<file path="src/rtl/seg7_pkg.sv">
// Shared definitions for the seven-segment encoder/decoder pair.
//   SEG_0..SEG_9, SEG_BLANK : active-low segment patterns, ABCDEFG order, A = bit 6
//   scan_state_e            : anode scan tracker states
//   seg_decode_t            : decoded pattern {bcd, blank, err}
package seg7_pkg;

  localparam logic [6:0] SEG_0     = 7'b0000001;
  localparam logic [6:0] SEG_1     = 7'b1001111;
  localparam logic [6:0] SEG_2     = 7'b0010010;
  localparam logic [6:0] SEG_3     = 7'b0000110;
  localparam logic [6:0] SEG_4     = 7'b1001100;
  localparam logic [6:0] SEG_5     = 7'b0100100;
  localparam logic [6:0] SEG_6     = 7'b0100000;
  localparam logic [6:0] SEG_7     = 7'b0001111;
  localparam logic [6:0] SEG_8     = 7'b0000000;
  localparam logic [6:0] SEG_9     = 7'b0000100;
  localparam logic [6:0] SEG_BLANK = 7'b1111111;

  typedef enum logic [1:0] {
    ST_IDLE   = 2'd0,
    ST_SETTLE = 2'd1,
    ST_HOLD   = 2'd2
  } scan_state_e;

  typedef struct packed {
    logic [3:0] bcd;
    logic       blank;
    logic       err;
  } seg_decode_t;

endpackage

</file>
<file path="src/rtl/seg7_pattern_decode.sv">
// Combinational inverse of the BCD-to-7-segment encoder.
//   seg_n  in  7  active-low segment pattern, A = seg_n[6]
//   result out    {bcd, blank, err}; bcd is 0 for blank and for unknown patterns
module seg7_pattern_decode
  import seg7_pkg::*;
(
  input  logic [6:0]  seg_n,
  output seg_decode_t result
);

  always_comb begin
    result = '0;
    case (seg_n)
      SEG_0:     result.bcd = 4'd0;
      SEG_1:     result.bcd = 4'd1;
      SEG_2:     result.bcd = 4'd2;
      SEG_3:     result.bcd = 4'd3;
      SEG_4:     result.bcd = 4'd4;
      SEG_5:     result.bcd = 4'd5;
      SEG_6:     result.bcd = 4'd6;
      SEG_7:     result.bcd = 4'd7;
      SEG_8:     result.bcd = 4'd8;
      SEG_9:     result.bcd = 4'd9;
      SEG_BLANK: result.blank = 1'b1;
      default:   result.err = 1'b1;
    endcase
  end

endmodule

</file>
<file path="src/rtl/seg7_scan_decoder.sv">
// Loopback observer for a multiplexed active-low 7-segment display. Watches the
// anode/segment bus, captures each digit once its slot has been stable long
// enough, and publishes a whole frame once every digit has been seen.
//   clk, reset     system clock; synchronous active-high reset
//   an_n           anode enables, active-low, one-hot-low when valid
//   seg_n          segments, active-low, A = seg_n[6]
//   digits_bcd     digit i in [4*i+3:4*i] of the last published frame
//   digit_blank    digit i showed all segments off
//   digit_err      digit i showed a pattern outside the 0-9/blank table
//   frame_valid    one-cycle pulse when a new frame is published
//   stale          no capture for TIMEOUT_CYCLES; cleared by the next frame
//
// state     | meaning
// ST_IDLE   | anode bus not one-hot-low, waiting for a valid slot
// ST_SETTLE | valid slot seen, counting stable cycles before capture
// ST_HOLD   | slot captured, ignoring it until the bus changes
module seg7_scan_decoder
  import seg7_pkg::*;
#(
  parameter int NUM_DIGITS     = 4,
  parameter int SETTLE_CYCLES  = 16,
  parameter int TIMEOUT_CYCLES = 1000000
) (
  input  logic                    clk,
  input  logic                    reset,
  input  logic [NUM_DIGITS-1:0]   an_n,
  input  logic [6:0]              seg_n,
  output logic [4*NUM_DIGITS-1:0] digits_bcd,
  output logic [NUM_DIGITS-1:0]   digit_blank,
  output logic [NUM_DIGITS-1:0]   digit_err,
  output logic                    frame_valid,
  output logic                    stale
);

  localparam int SW = $clog2(SETTLE_CYCLES);
  localparam int TW = $clog2(TIMEOUT_CYCLES + 1);
  localparam int IW = (NUM_DIGITS > 1) ? $clog2(NUM_DIGITS) : 1;

  // settle counter counts down the remaining stable cycles; zero means the
  // slot has been stable for SETTLE_CYCLES cycles
  localparam logic [SW-1:0] SETTLE_LOAD  = SW'(SETTLE_CYCLES - 1);
  localparam logic [TW-1:0] TIMEOUT_LOAD = TW'(TIMEOUT_CYCLES);

  logic [NUM_DIGITS-1:0] an_s1, an_s2, an_prev;
  logic [6:0]            seg_s1, seg_s2, seg_prev;

  scan_state_e           state, state_nxt;
  logic [SW-1:0]         settle_cnt, settle_nxt;
  logic [TW-1:0]         tmo_cnt;

  logic [NUM_DIGITS-1:0] an_low;
  logic                  an_valid;
  logic [IW-1:0]         an_idx;
  logic                  bus_changed;
  logic                  capture;
  logic                  publish;
  seg_decode_t           seg_dec;

  logic [NUM_DIGITS-1:0]       seen;
  logic [NUM_DIGITS-1:0][3:0]  shadow_bcd;
  logic [NUM_DIGITS-1:0]       shadow_blank;
  logic [NUM_DIGITS-1:0]       shadow_err;

  // two-flop synchronizer plus one more stage to detect bus changes
  always_ff @(posedge clk) begin
    if (reset) begin
      an_s1    <= '1;
      an_s2    <= '1;
      an_prev  <= '1;
      seg_s1   <= SEG_BLANK;
      seg_s2   <= SEG_BLANK;
      seg_prev <= SEG_BLANK;
    end else begin
      an_s1    <= an_n;
      an_s2    <= an_s1;
      an_prev  <= an_s2;
      seg_s1   <= seg_n;
      seg_s2   <= seg_s1;
      seg_prev <= seg_s2;
    end
  end

  assign an_low      = ~an_s2;
  assign an_valid    = (an_low != '0) && ((an_low & (an_low - NUM_DIGITS'(1))) == '0);
  assign bus_changed = (an_s2 != an_prev) || (seg_s2 != seg_prev);
  assign publish     = &seen;

  always_comb begin
    an_idx = '0;
    for (int i = 0; i < NUM_DIGITS; i++) begin
      if (an_low[i]) an_idx = IW'(i);
    end
  end

  seg7_pattern_decode u_pattern_decode (
    .seg_n  (seg_s2),
    .result (seg_dec)
  );

  always_ff @(posedge clk) begin
    if (reset) begin
      state      <= ST_IDLE;
      settle_cnt <= '0;
    end else begin
      state      <= state_nxt;
      settle_cnt <= settle_nxt;
    end
  end

  always_comb begin
    state_nxt  = state;
    settle_nxt = settle_cnt;
    capture    = 1'b0;
    case (state)
      ST_IDLE: begin
        if (an_valid) begin
          state_nxt  = ST_SETTLE;
          settle_nxt = SETTLE_LOAD;
        end
      end
      ST_SETTLE: begin
        if (bus_changed) begin
          if (an_valid) settle_nxt = SETTLE_LOAD;
          else          state_nxt  = ST_IDLE;
        end else if (settle_cnt == '0) begin
          capture   = 1'b1;
          state_nxt = ST_HOLD;
        end else begin
          settle_nxt = settle_cnt - SW'(1);
        end
      end
      ST_HOLD: begin
        if (bus_changed) begin
          if (an_valid) begin
            state_nxt  = ST_SETTLE;
            settle_nxt = SETTLE_LOAD;
          end else begin
            state_nxt  = ST_IDLE;
          end
        end
      end
      default: state_nxt = ST_IDLE;
    endcase
  end

  always_ff @(posedge clk) begin
    if (reset) begin
      seen         <= '0;
      shadow_bcd   <= '0;
      shadow_blank <= '0;
      shadow_err   <= '0;
      digits_bcd   <= '0;
      digit_blank  <= '1;
      digit_err    <= '0;
      frame_valid  <= 1'b0;
      stale        <= 1'b0;
      tmo_cnt      <= TIMEOUT_LOAD;
    end else begin
      frame_valid <= publish;
      if (publish) begin
        digits_bcd  <= shadow_bcd;
        digit_blank <= shadow_blank;
        digit_err   <= shadow_err;
      end
      // a capture on the publish cycle starts the next frame
      seen <= (publish ? '0 : seen) | (capture ? an_low : '0);
      if (capture) begin
        shadow_bcd[an_idx]   <= seg_dec.bcd;
        shadow_blank[an_idx] <= seg_dec.blank;
        shadow_err[an_idx]   <= seg_dec.err;
      end
      if (capture)              tmo_cnt <= TIMEOUT_LOAD;
      else if (tmo_cnt != '0)   tmo_cnt <= tmo_cnt - TW'(1);
      if (publish)              stale <= 1'b0;
      else if (tmo_cnt == '0)   stale <= 1'b1;
    end
  end

endmodule

</file>
<file path="config.mk">
export PLATFORM = sky130hd
export DESIGN_NAME = seg7_scan_decoder
export DESIGN_NICKNAME = d
export VERILOG_FILES = /design/src/rtl/seg7_pkg.sv /design/src/rtl/seg7_pattern_decode.sv /design/src/rtl/seg7_scan_decoder.sv
export SDC_FILE = /design/constraint.sdc
export NUM_CORES = 1
export LEC_CHECK = 0
export BUFFER_PORTS_ARGS = -buffer_cell sky130_fd_sc_hd__clkbuf_2
export CAP_MARGIN = 20
export CORE_UTILIZATION = 45
export CTS_BUF_LIST = sky130_fd_sc_hd__clkbuf_4
export CTS_CLUSTER_DIAMETER = 50
export DETAILED_ROUTE_END_ITERATION = 10
export HOLD_SLACK_MARGIN = 0.05
export PLACE_DENSITY = 0.65
export SLEW_MARGIN = 20
export SYNTH_ARGS = -nofsm -noshare
export SYNTH_HDL_FRONTEND = slang
export SYNTH_SLANG_ARGS = --single-unit
</file>
<file path="constraint.sdc">
create_clock -name clk -period 2.3 [get_ports clk]
set_input_delay 0.23 -clock clk [delete_from_list [all_inputs] [get_ports clk]]
set_output_delay 0.23 -clock clk [all_outputs]
set_load 0.01 [all_outputs]
</file>
# == After elaboration in Yosys (flattened, before gate mapping) ==
# Cells that the tools add are included.
# word_totals
register_bits,113
out_inout_bits,26
elab_cells,95
input_bits,13
# op_classes
n_reduce_logical,17
n_eq_ne,19
n_addsub,3
bitwise_logic,3
order_cmp,2
n_mux,30
# op_table
operator,count
case mux 4 bit (9 select lines),1
2-to-1 mux 4 bit,7
"equality test 7 bit, second input constant",3
logical NOT 20 bit,1
nonzero test 20 bit,1
"subtractor 20 x 1 -> 20 bit, second input constant",1
bitwise mux 16 bit,1
"equality test 7 x 3 -> 1 bit, second input constant",2
"equality test 7 x 6 -> 1 bit, second input constant",2
2-to-1 mux 2 bit,7
case mux 4 bit (3 select lines),1
OR reduction 11 bit,1
"!= test 3 bit, second input constant",3
bitwise mux 4 bit,2
demux 4 bit (select 2 bit),1
logical NOT 4 bit,2
2-to-1 mux 1 bit,8
AND reduction 4 bit,2
"subtractor 4 x 1 -> 4 bit, second input constant",2
"equality test 7 x 1 -> 1 bit, second input constant",1
"equality test 7 x 4 -> 1 bit, second input constant",1
"equality test 7 x 5 -> 1 bit, second input constant",1
logical NOT 7 bit,1
!= test 7 bit,1
18 further kinds,21

# == Longest topological paths before layout ==
# depth
word_depth,9
ltp_mapped,9
mapped_depth_nobuf,8

# == By module ==
# Synthesis repeated with hierarchy kept, for this count alone.
# hier_totals
cells_unflattened,485
hier_area_um2,4473.0
# modules_own_cells
mod,area_each_um2,cells_per_inst,n_inst
seg7_scan_decoder,4297.9,458,1
seg7_pattern_decode,175.2,27,1

# == Worst setup path after synthesis ==
# Ideal clock, no wire load.
# synth_path
path_kind,register to register
startpoint,register settle_cnt[0]
endpoint,register settle_cnt[3]
setup_time_ps,122
path_buffers,0
t_arrival_ps,1910
period_less_slack_ps,2032
path_slack_ps,268
path_stages_with_launch,9
cell_sequence,dfxtp_1 inv_1 ha_1 nor3b_1 nand2_1 nor4_1 or3b_1 nor2_1 o311a_1
# synth_between
elab_chain_cells,4
# synth_rtl
element,line_no,source
"start, declared",seg7_scan_decoder.sv:48,"logic [SW-1:0] settle_cnt, settle_nxt;"
"start signal, assigned",seg7_scan_decoder.sv:106,settle_cnt <= settle_nxt;
subtractor 4 x 1 -> 4 bit,seg7_scan_decoder.sv:129,settle_nxt = settle_cnt - SW'(1);
2-to-1 mux 4 bit,seg7_scan_decoder.sv:125,end else if (settle_cnt == '0) begin
2-to-1 mux 4 bit,seg7_scan_decoder.sv:122,if (bus_changed) begin
case mux 4 bit (3 select lines),seg7_scan_decoder.sv:114,case (state)
# Parallel ways exist; a longest one is shown, timed or not. The select of a mux whose other input is x is not followed.
# A chain may end at the register's enable or synchronous reset.

# == Final worst setup path ==
# Same ends and word-level chain as after synthesis.

==> results.toml <==
[grt]
grt_start_max_net_pins = 35
grt_pass1_vias = 3165
gr-usage-all-layers = 0.182
grt_pass1_wl_um = 14600
use_met3 = 0.0610
grt_util_met1 = 0.227
grt_use_met2 = 0.290
overflow = 0
grt-busiest-layer = "met2"
grt_antenna_before_repair = 0

[final_layout]
fill_cells = 937
drive_above_1_share = 0.259
diodes = 0
nets = 570
layout_common_cells = "dfxtp_1, nand2_1, clkbuf_2"
final_common_cell = "dfxtp_1"
area_growth_pct = 17.6

[cts]
clockBufferDepth = 2
cts_root_buffer = "clkbuf_4"
cts_num_sinks = 113
htreeDepth = 4
clk_pin_slew_ns = 0.10
clk_latency_ns = 0.52
cts_buffers = 17
cts_tree = "yes"

[worst_hold_path]
holdCritPathClass = "in2reg"
hold_path_depth = 2

[setup_path]
cp-start-kind = "register"
critPathArrivalTime_ns = 2.56
worstSetupEndpointType = "register"
crit_chain = "inv_1 -> ha_1 -> nor3b_1 -> buf_4 -> nor2_1 -> or4b_1 -> or3b_1 -> nor2_1 -> o311a_1"
critical-path-slowest-cell = "or4b_1"
critPathMostFrequentCell = "nor2_1"
cpPeakStageDelay_ns = 0.48
crit_required_ns = 2.70
path_class = "reg2reg"
cp_max_fo = 6
ff2ff_path_depth = 9

[sta]
finClkSkew_ns = 0.0202
post-route-min-period_ns = 2.16
worst_slack_ns = 0.137
maxSlewViolCount = 0
finalCritPeriodShare = 0.941
rsz0062_at_grt = "no"
setup_viol = 0
tns_ns = 0
max_slew_margin = 0.676
hold_ws_ns = 0.157
tightest_slew_ns = 0.485
hold_viol = 0
timing.fmax_mhz = 462

[synthesis]
synthFlopType = "dfxtp_1"
synth-seq-cells = 113
yosysUniqueCellTypes = 60
synth-seq-area-share = 0.492
async_flop_share = 0
synth_edf_count = 0
synth_area_per_cell_um2 = 9.31
netlist_instances = 494
yosysWarnings = 0
syn_area_um2 = 4600
syn-num-nets = 510

[placed_design]
io_buffer_count = 38
dp_slack_ns = 0.0972
place_hpwl_um = 5950
gp_congestion = 0.860

[routing]
wl_per_cell_um = 12.3
routed_via_density = 4.92
dr.pass1.iters = 4
drt_iter0_drc = 130
ant_nets = 0
drc = 0
vias = 3444
drt_wl_total_um = 8620

[die]
row_count = 36
initial_core_util = 0.468
die_w_um = 103
core_area_um2 = 9820
pin_count = 39
die_h_um = 103
dieArea_um2 = 10600

[power_and_ir_drop]
vdd_drop_max_mv = 0.380
p_leak_uw = 0.00224
power_density_nw_per_um2 = 758

[run]
maxCapViolations = 0

[status]
outcome = "completed"
==> repair_timing <==
item / in CTS / in global routing
hold buffers: 11 / 0
endpoints found under the setup margin: 0 / 20
gates resized for setup: 0 / 2
hold endpoints to repair: 11 / 0
setup buffers: 0 / 1
==> sequential cells by signal, summed over array words and instances (netlist names), 7 cells and up <==
| signal | cells |
|---|---|
| shadow_bcd | 16 |
| seg_s2 | 7 |
| tmo_cnt | 20 |
| seg_prev | 7 |
| seg_s1 | 7 |
| digits_bcd | 16 |
==> path summary, 6_finish.rpt <==
check	slack [ns]	endpoint	from
hold / removal	0.16	state[0]	reset
setup / recovery	0.14	settle_cnt[3]	settle_cnt[0]
hold reg to reg	0.41	an_s2[0]	an_s1[0]
setup reg to reg	0.14	settle_cnt[3]	settle_cnt[0]
==> per-stage QoR <==
| stage | utilization | power [uW] | instance area, um^2 | std cells |
|---|---|---|---|---|
| 3_5_place_dp | 0.505 | 2480 | 4960 | 656 |
| 5_1_grt | 0.551 | 4300 | 5410 | 700 |
| 2_1_floorplan | - | 2400 | 4600 | 494 |
| 3_3_place_gp | 0.505 | 2470 | 4960 | 656 |
| 4_1_cts | 0.549 | 4140 | 5390 | 699 |
| 6_report | 0.551 | 4100 | 5410 | 700 |
==> synthesized netlist by cell type, drive strengths merged, types with 2 or more instances <==
library cell	n	area [um^2]
or4	5	45.0
nor3	13	76.3
nor4	9	83.8
o21ai	11	55.1
and3	4	25.0
inv	9	33.8
nor3b	3	22.5
or3	4	26.3
nand2	85	319
dfxtp	113	2260
nor2	35	131
xor2	4	35.0
and2	4	26.3
a21oi	28	140
nand4	5	61.3
nand3b	2	15.0
clkbuf	20	75.1
buf	10	78.8
o311a	2	20.0
or3b	2	17.5
nand3	12	65.1
mux2i	26	260
nor4b	4	35.0
ha	3	37.5
or2	37	234
xnor2	24	240
nor2b	2	12.5
==> kinds of logic after synthesis <==
family | after synthesis | share of synthesized area
buffers and inverters | 39 | 0.0408
DFF | 113 | 0.492
and+or+nand+nor | 233 | 0.277
AOI/OAI and AO/OA | 52 | 0.0656
muxes | 26 | 0.0566
adders and majority gates | 3 | 0.00816
xor gates and xnor gates | 28 | 0.0599
==> critical path, delay by kind of cell (launching register included) <==
family | cells | cell delay, ns
adders and majority gates | 1 | 0.22
and+or+nand+nor | 5 | 0.95
AOI/OAI and AO/OA | 1 | 0.34
DFF | 1 | 0.33
buffers and inverters | 2 | 0.21
==> final cells by class <==
type	instances	area [um^2]	share of cell area
clock inverter	14	188	0.0347
inverter	9	33.8	0.00625
sequential	113	2260	0.419
timing repair buffer	71	465	0.0861
clock buffer	18	135	0.0250
tap	133	166	0.0308
multi-input combinational	342	2160	0.399
==> routing by layer <==
metal / routed length (um) / part of all wire
met1: 4180 / 0.48
met2: 4030 / 0.47
met3: 314 / 0.036
met4: 97 / 0.011
met5: 0 / 0
==> power by group <==
| group | switching [uW] | internal (uW) |
|---|---|---|
| clock network | 769 | 873 |
| logic | 198 | 179 |
| registers | 55.9 | 2020 |
No activity file was read; power rests on OpenSTA's default activity.
